--- src/rtl/board_scanner.sv ---
// Tic-tac-toe board scanner: reads the 9 cells through an arbitrated port, then evaluates all 8 lines.
// Optional macro BOARD_SCANNER_WINLINE_EN adds the registered win_line[7:0] output.
module board_scanner (
    input  logic       ph1,
    input  logic       reset_n,
    input  logic       start,
    output logic       rd_req,
    input  logic       rd_gnt,
    output logic [3:0] rd_addr,
    input  logic [1:0] rd_data,
    output logic       busy,
    output logic       done,
    output logic [1:0] result,
    output logic       gameIsDone
`ifdef BOARD_SCANNER_WINLINE_EN
    ,
    output logic [7:0] win_line
`endif
);

    typedef enum logic [2:0] {IDLE, SCAN, DRAIN, EVAL, DONE} state_t;

    // Cell addresses of each line, line 0 in the low 12 bits, cell k at bits [4k +: 4].
    localparam logic [95:0] LINES = {
        {4'd6, 4'd4, 4'd2},
        {4'd8, 4'd4, 4'd0},
        {4'd8, 4'd5, 4'd2},
        {4'd7, 4'd4, 4'd1},
        {4'd6, 4'd3, 4'd0},
        {4'd8, 4'd7, 4'd6},
        {4'd5, 4'd4, 4'd3},
        {4'd2, 4'd1, 4'd0}
    };

    state_t     state_reg;
    logic [3:0] cnt_reg;
    logic       pending_reg;
    logic       cap_valid_reg;
    logic [3:0] cap_addr_reg;
    logic [1:0] shadow_reg [0:8];
    logic       rd_req_reg;
    logic [3:0] rd_addr_reg;
    logic       busy_reg;
    logic       done_reg;
    logic [1:0] result_reg;
    logic       game_done_reg;
    logic [7:0] win_line_reg;

    logic [7:0] p1_lines;
    logic [7:0] p2_lines;
    logic [8:0] filled;
    logic [1:0] eval_result;

    genvar gi;
    generate
        for (gi = 0; gi < 8; gi++) begin : g_line
            assign p1_lines[gi] = (shadow_reg[LINES[gi*12 +: 4]] == 2'b11)
                               && (shadow_reg[LINES[gi*12+4 +: 4]] == 2'b11)
                               && (shadow_reg[LINES[gi*12+8 +: 4]] == 2'b11);
            assign p2_lines[gi] = (shadow_reg[LINES[gi*12 +: 4]] == 2'b10)
                               && (shadow_reg[LINES[gi*12+4 +: 4]] == 2'b10)
                               && (shadow_reg[LINES[gi*12+8 +: 4]] == 2'b10);
        end
        for (gi = 0; gi < 9; gi++) begin : g_fill
            assign filled[gi] = (shadow_reg[gi] != 2'b00);
        end
    endgenerate

    assign eval_result = (|p1_lines) ? 2'b11 :
                         (|p2_lines) ? 2'b10 :
                         (&filled)   ? 2'b01 : 2'b00;

    always_ff @(posedge ph1) begin
        if (!reset_n) begin
            state_reg     <= IDLE;
            cnt_reg       <= 4'd0;
            pending_reg   <= 1'b0;
            cap_valid_reg <= 1'b0;
            cap_addr_reg  <= 4'd0;
            rd_req_reg    <= 1'b0;
            rd_addr_reg   <= 4'hF;
            busy_reg      <= 1'b0;
            done_reg      <= 1'b0;
            result_reg    <= 2'b00;
            game_done_reg <= 1'b0;
            win_line_reg  <= 8'd0;
            for (int i = 0; i < 9; i++) begin
                shadow_reg[i] <= 2'b00;
            end
        end else begin
            done_reg      <= 1'b0;
            cap_valid_reg <= 1'b0;
            // Read data arrives one cycle after the grant; code 01 is folded to empty here.
            if (cap_valid_reg) begin
                shadow_reg[cap_addr_reg] <= (rd_data == 2'b01) ? 2'b00 : rd_data;
            end
            case (state_reg)
                IDLE: begin
                    if (start) begin
                        state_reg   <= SCAN;
                        cnt_reg     <= 4'd0;
                        rd_req_reg  <= 1'b1;
                        rd_addr_reg <= 4'd0;
                        busy_reg    <= 1'b1;
                    end
                end
                SCAN: begin
                    if (start) pending_reg <= 1'b1;
                    if (rd_gnt) begin
                        cap_valid_reg <= 1'b1;
                        cap_addr_reg  <= cnt_reg;
                        if (cnt_reg == 4'd8) begin
                            state_reg   <= DRAIN;
                            rd_req_reg  <= 1'b0;
                            rd_addr_reg <= 4'hF;
                        end else begin
                            cnt_reg     <= cnt_reg + 4'd1;
                            rd_addr_reg <= cnt_reg + 4'd1;
                        end
                    end
                end
                DRAIN: begin
                    if (start) pending_reg <= 1'b1;
                    state_reg <= EVAL;
                end
                EVAL: begin
                    if (start) pending_reg <= 1'b1;
                    result_reg    <= eval_result;
                    game_done_reg <= (eval_result != 2'b00);
                    win_line_reg  <= p1_lines | p2_lines;
                    done_reg      <= 1'b1;
                    state_reg     <= DONE;
                end
                DONE: begin
                    // A start arriving in this very cycle counts as pending and is served at once.
                    if (pending_reg || start) begin
                        pending_reg <= 1'b0;
                        state_reg   <= SCAN;
                        cnt_reg     <= 4'd0;
                        rd_req_reg  <= 1'b1;
                        rd_addr_reg <= 4'd0;
                    end else begin
                        state_reg <= IDLE;
                        busy_reg  <= 1'b0;
                    end
                end
                default: begin
                    state_reg   <= IDLE;
                    rd_req_reg  <= 1'b0;
                    rd_addr_reg <= 4'hF;
                    busy_reg    <= 1'b0;
                end
            endcase
        end
    end

    assign rd_req     = rd_req_reg;
    assign rd_addr    = rd_addr_reg;
    assign busy       = busy_reg;
    assign done       = done_reg;
    assign result     = result_reg;
    assign gameIsDone = game_done_reg;
`ifdef BOARD_SCANNER_WINLINE_EN
    assign win_line   = win_line_reg;
`else
    logic unused_win_line;
    assign unused_win_line = ^win_line_reg;
`endif

endmodule

--- config.mk ---
export PLATFORM = sky130hd
export DESIGN_NAME = board_scanner
export DESIGN_NICKNAME = d
export VERILOG_FILES = /design/src/rtl/board_scanner.sv
export SDC_FILE = /design/constraint.sdc
export NUM_CORES = 1
export LEC_CHECK = 0
export ABC_AREA = 1
export BUFFER_PORTS_ARGS = -buffer_cell sky130_fd_sc_hd__buf_2
export CORE_MARGIN = 3
export CORE_UTILIZATION = 45
export DETAILED_ROUTE_END_ITERATION = 10
export SLEW_MARGIN = 20
export SYNTH_ARGS = -nofsm -noshare
export SYNTH_HDL_FRONTEND = slang
export SYNTH_SLANG_ARGS = --single-unit
--- constraint.sdc ---
create_clock -name ph1 -period 1.7 [get_ports ph1]
set_input_delay 0.085 -clock ph1 [delete_from_list [all_inputs] [get_ports ph1]]
set_output_delay 0.085 -clock ph1 [all_outputs]
set_load 0.05 [all_outputs]
# --- Word-level counts from Yosys, hierarchy flattened ---
# Memory sizes are Yosys's and may differ from the RTL's.
# Index checks and enable logic that the tools add are counted.
# Widths: inputs -> output; s select.
totals:
  regBits: 23
  ramBits: 18
  out_inout_bits: 10
  n_memories: 1
mem_list:
  columns: ["memory", "words", "width", "read_ports", "rd_ports_with_merged_regs", "write_ports", "line", "rtl"]
  rows:
  - ["shadow_reg", 9, 2, 9, 0, 9, "40", "logic [1:0] shadow_reg [0:8];"]
op_classes:
  add_sub_neg: 1
  eq_ne: 31
  muxes: 35
  bitwise_logic: 2
  n_reduce_logical: 60
op_table:
  columns: ["operator", "count"]
  rows:
  - ["$eq 2x2->1 const B", 18]
  - ["$logic_and 1x1->1", 32]
  - ["$mux 4", 7]
  - ["$reduce_bool 2->1", 11]
  - ["$pmux 4 s4", 1]
  - ["$reduce_or 8->1", 2]
  - ["$mux 1", 15]
  - ["$pmux 3 s5", 1]
  - ["$ne 2x2->1 const B", 6]
  - ["$pmux 4 s3", 1]
  - ["$reduce_and 5->1", 2]
  - ["$mux 3", 3]
  - ["$reduce_and 3->1", 3]
  - ["$reduce_and 9->1", 1]
  - ["$mux 2", 4]
  - ["$eq 3x2->1 const B", 2]
  - ["$add 4x1->4 const B", 1]
  - ["$eq 4x4->1 const B", 1]
  - ["$pmux 1 s4", 1]
  - ["$reduce_and 2->1", 2]
  - ["$reduce_and 4->1", 1]
  - ["$reduce_or 2->1", 2]
  - ["$eq 3x1->1 const B", 1]
  - ["$eq 3x3->1 const B", 1]
  - ["other kinds (9)", 10]

# --- Longest topological paths before layout ---
# An unclocked memory read counts as a cell.
logic_depth:
  word_depth: 8
  ltp_mapped: 11
  depth_no_buf: 11

# --- Worst setup path before layout ---
# OpenSTA, ideal clock, no wires.
synth_timing:
  path_type: "register -> register"
  from: "register cnt_reg[0]"
  to: "register rd_addr_reg[2] (netlist: rd_addr[2])"
  setup_time_ps: 126
  arrival_time_ps: 1194
  required_ps: 1574
  path_slack_ps: 381
  path_stages_with_launch: 11
  n_path_buf: 0
  path_cell_list: "dfxtp_1 -> inv_1 -> ha_1 -> nand3_1 -> a21oi_1 -> nor2_2 -> nand2_4 -> inv_2 -> nand2_1 -> o21ai_0 -> nand2_1"
synth_between:
  elab_chain_cells: 4
  elab_cells_between_ends: 5
  cone_classes: "add/sub (1); eq/ne (1); mux (3)"
synth_lines:
  columns: ["element", "line", "rtl"]
  rows:
  - ["start, declared", "36", "logic [3:0] cnt_reg;"]
  - ["start signal, assigned", "117", "cnt_reg <= cnt_reg + 4'd1;"]
  - ["$add 4x1->4 / $eq 4x4->1 (equally long branches)", "118, 112", null]
  - ["$mux 4 (*)", "112", "if (cnt_reg == 4'd8) begin"]
  - ["$mux 4 (*)", "109", "if (rd_gnt) begin"]
  - ["$pmux 4 s4 (*)", "97", "case (state_reg)"]
  - ["end signal, assigned", "118", "rd_addr_reg <= cnt_reg + 4'd1;"]
  - ["end, declared", "42", "logic [3:0] rd_addr_reg;"]
# Every way passes the cells marked *; elsewhere a longest branch is shown, timed or not. The select of a mux whose other input is x is not followed.
# A chain may end at the register's enable or synchronous reset.

# --- Final worst setup path ---
# Same ends and word-level chain as after synthesis.

==> metrics.md <==
| Metric | Value |
|---|---|
| Routed WL | `roughly 4300 um` |
| Avg Cell Area, Syn | `approximately 7.1 um^2` |
| Vias in the first global route | `~1600` |
| Post-synthesis sequential area ratio | `between 40% and 50%` |
| Most frequent cells in the layout | `88 x nand2_1, 51 x nor2_1, 39 x inv_1, 23 x dfxtp_1, 18 x edfxtp_1` |
| Routability Congestion | `between 0.8 and 0.9` |
| Layout Utilization | `about 53%` |
| Post-Syn Instances | `about 300` |
| Gates resized, CTS repair | `0` |
| Unique cell type count in the Yosys netlist | `25` |
| Max cap viols | `0` |
| Hold Fails Final Rpt | `0` |
| Placement Cell Area | `~2300 um^2` |
| Global-route wire length before repair | `slightly above 7000 um` |
| Port Buffers | `15` |
| Clock-pin slew on the worst setup and hold paths | `~80 ps` |
| Slew Viols, Final | `0` |
| Die Y-Extent | `74.9 um` |
| Fmax | `a little under 700 MHz` |
| Net count, final | `around 330` |
| Iter 0 DRT Violations | `87` |
| Initial antenna violation count | `0` |
| Slew headroom | `slightly above 70%` |
| P_int | `~1600 uW` |
| Pwr dens | `1010 nW/um^2` |
| Clock Latency Late Sink | `slightly below 300 ps` |
| H-tree depth | `2` |
| Reg power frac | `between 40% and 50%` |
| Post-synthesis register bit count | `roughly 40` |
| Crit Path Category | `register to register` |
| Switching power | `~760 uW` |
| Layout overhead on the synthesized area | `10.8%` |
| Core ar. | `about 4500 um^2` |
| Status | `completed` |
| Clk pwr share | `roughly 29%` |
| Starting density of the core | `47.7%` |
| Max Buffers Root-to-Sink | `2` |
| Total power | `~2400 uW` |
| Worst path arrival time | `~1600 ps` |
| Commonest non-fill, non-tap cell in the layout | `nand2_1` |
| Crit path buffers/inverters | `2` |
| Die span in x | `~75 um` |
| Diode count | `0` |
| FP Rows | `24` |
| Worst-margin pin slew | `about 440 ps` |
| CP peak stage delay | `approximately 380 ps` |
| Synth top area cells | `edfxtp_1 25%, dfxtp_1 22%, nand2_1 15%, nor2_1 9.0%, inv_1 6.9%` |
| Crit. End Element | `register` |
| Largest net degree at the start of global routing | `23` |
| Wirelength per Cell | `~11 um` |
| Die area | `~5600 um^2` |
| Reg area | `approximately 1000 um^2` |
| DRT antenna net count | `0` |
| DRC viols | `0` |
| Max reg flops | `18` |
| Most used cell, CP | `nand2_1` |
| Final period util | `a little under nine tenths` |
| Slowest CP cell | `dfxtp_1` |
| Clock Skew | `6.96 ps` |
| Combinational fraction of design power | `about a fifth` |
| Cell area after layout | `~2400 um^2` |
| FILL cells | `about 450` |
| Worst-path maximum fanout | `7` |
| Period minus WS final | `around 1500 ps` |
| Delay-heaviest family, CP | `simple AND/OR/NAND/NOR gates` |
| CTS hold repair buffers | `0` |
| Remaining Overflow, GRT | `0` |
| Cells along the critical path | `inv_1 -> ha_1 -> nand3_1 -> a21oi_1 -> nor2_2 -> nand2_4 -> inv_2 -> nand2_1 -> o21ai_0 -> nand2_1` |
| Vias | `1822` |
| Root buffer cell | `clkbuf_8` |
| I/O Pins | `16` |
| Cts bufs inserted | `5` |
| Fin Hold WS | `between 30 and 40 ps` |
| Synth warnings | `0` |
| Setup violators final | `0` |
| Area of the multi-input gates | `between 900 and 1000 um^2` |
| DR vias/cell | `a little under 5` |
| Final setup TNS | `0 ps` |
| Post-Syn Area | `approximately 2100 um^2` |
| TritonCTS clock tree | `yes` |
| Share of the synthesized area in the top cell type | `between 20 and 30%` |
| RSZ-0062 raised after global routing | `no` |
| Post-CTS Setup Inserts | `0` |
| Share of cells above drive strength 1 | `around 12%` |
| Hold WC Path Type | `input pin to register` |
| Clock Sinks | `between 40 and 50` |
| Cell taking the most area after synthesis | `edfxtp_1` |
| Leakage power | `0.00113 uW` |
| Worst EP required | `roughly 1900 ps` |
| Net Sw Frac | `31.9%` |
| Syn_nets | `between 300 and 400` |
| Total GRT Usage | `between 10% and 20%` |
| Post-DP HPWL | `between 3000 and 4000 um` |
| VDD IR max | `~460 uV` |
| Initial DRT Pass Iterations | `4` |
| CP Launch Type | `register` |
-- kinds of logic (layout without fill, tap and decap cells) --
group                    count (synthesis)  in the layout  share of synthesized area (%)
AO/OA/AOI/OAI                           32             32                           7.91
XOR/XNOR                                 1              1                          0.410
adder cells (fa/ha/maj)                  2              2                           1.17
buffers and inverters                   46             66                           8.26
flip-flops                              41             41                           46.9
AND/OR/NAND/NOR                        179            179                           35.4
-- metal layers --
| metal | vias up | part of all wire [%] | global-route usage [%] |
|---|---|---|---|
| met3 | 5 | 3.9 | 4.41 |
| li1 | 989 | - | - |
| met1 | 798 | 52 | 24.4 |
| met4 | 0 | 1.2 | 5.34 |
| met2 | 30 | 43 | 25.0 |
| met5 | - | 0 | 0 |
-- area by class of cell --
cell class	instances	share of cell area, %
Sequential cell	41	42.3
Multi-Input combinational cell	214	40.5
Inverter	42	6.66
Clock buffer	7	4.07
Timing Repair Buffer	16	3.49
Tap cell	52	2.75
Clock inverter	1	0.212
-- worst paths after layout --
path                            slack, ps         endpoint  cells past startpoint  startpoint
worst min-delay path                   30  cap_addr_reg[0]                      2      rd_gnt
worst max-delay path                  240       rd_addr[2]                     10  cnt_reg[0]
worst min register to register        460             busy                      2        busy
worst max register to register        240       rd_addr[2]                     10  cnt_reg[0]
-- through the flow --
stage | std cells | setup slack (ps)
global placement | 365 | 212
CTS | 373 | 247
global route | 373 | 72.8
finish | 373 | 243
floorplan | 301 | 381
detailed placement | 365 | 265
-- power groups by stage --
stage	registers [uW]	clock network [uW]	logic, uW
2_1_floorplan	1300	0	295
3_5_place_dp	1200	0	504
5_1_grt	1200	750	573
6_report	1180	697	505
4_1_cts	1180	706	506
3_3_place_gp	1200	0	505
-- synthesized netlist by cell type --
master / instances
a21oi_1: 16
a221oi_1: 1
a31oi_1: 2
clkbuf_1: 3
clkbuf_4: 1
dfxtp_1: 23
edfxtp_1: 18
ha_1: 2
inv_1: 39
inv_2: 3
nand2_1: 88
nand2_2: 3
nand2_4: 1
nand3_1: 16
nand4_1: 2
nand4_2: 1
nor2_1: 51
nor2_2: 5
nor3_1: 8
nor4_1: 1
o211ai_1: 1
o21ai_0: 12
or2_2: 2
or2_4: 1
xor2_1: 1
-- worst reg2reg max path, delay by kind of cell, from the launching register on --
| family | cells | cell delay, ps |
|---|---|---|
| compound gates | 2 | 170 |
| fa+ha+maj | 1 | 210 |
| buf+inv | 2 | 140 |
| flops | 1 | 380 |
| simple gates | 5 | 460 |
(Power assumes the default switching activity.)
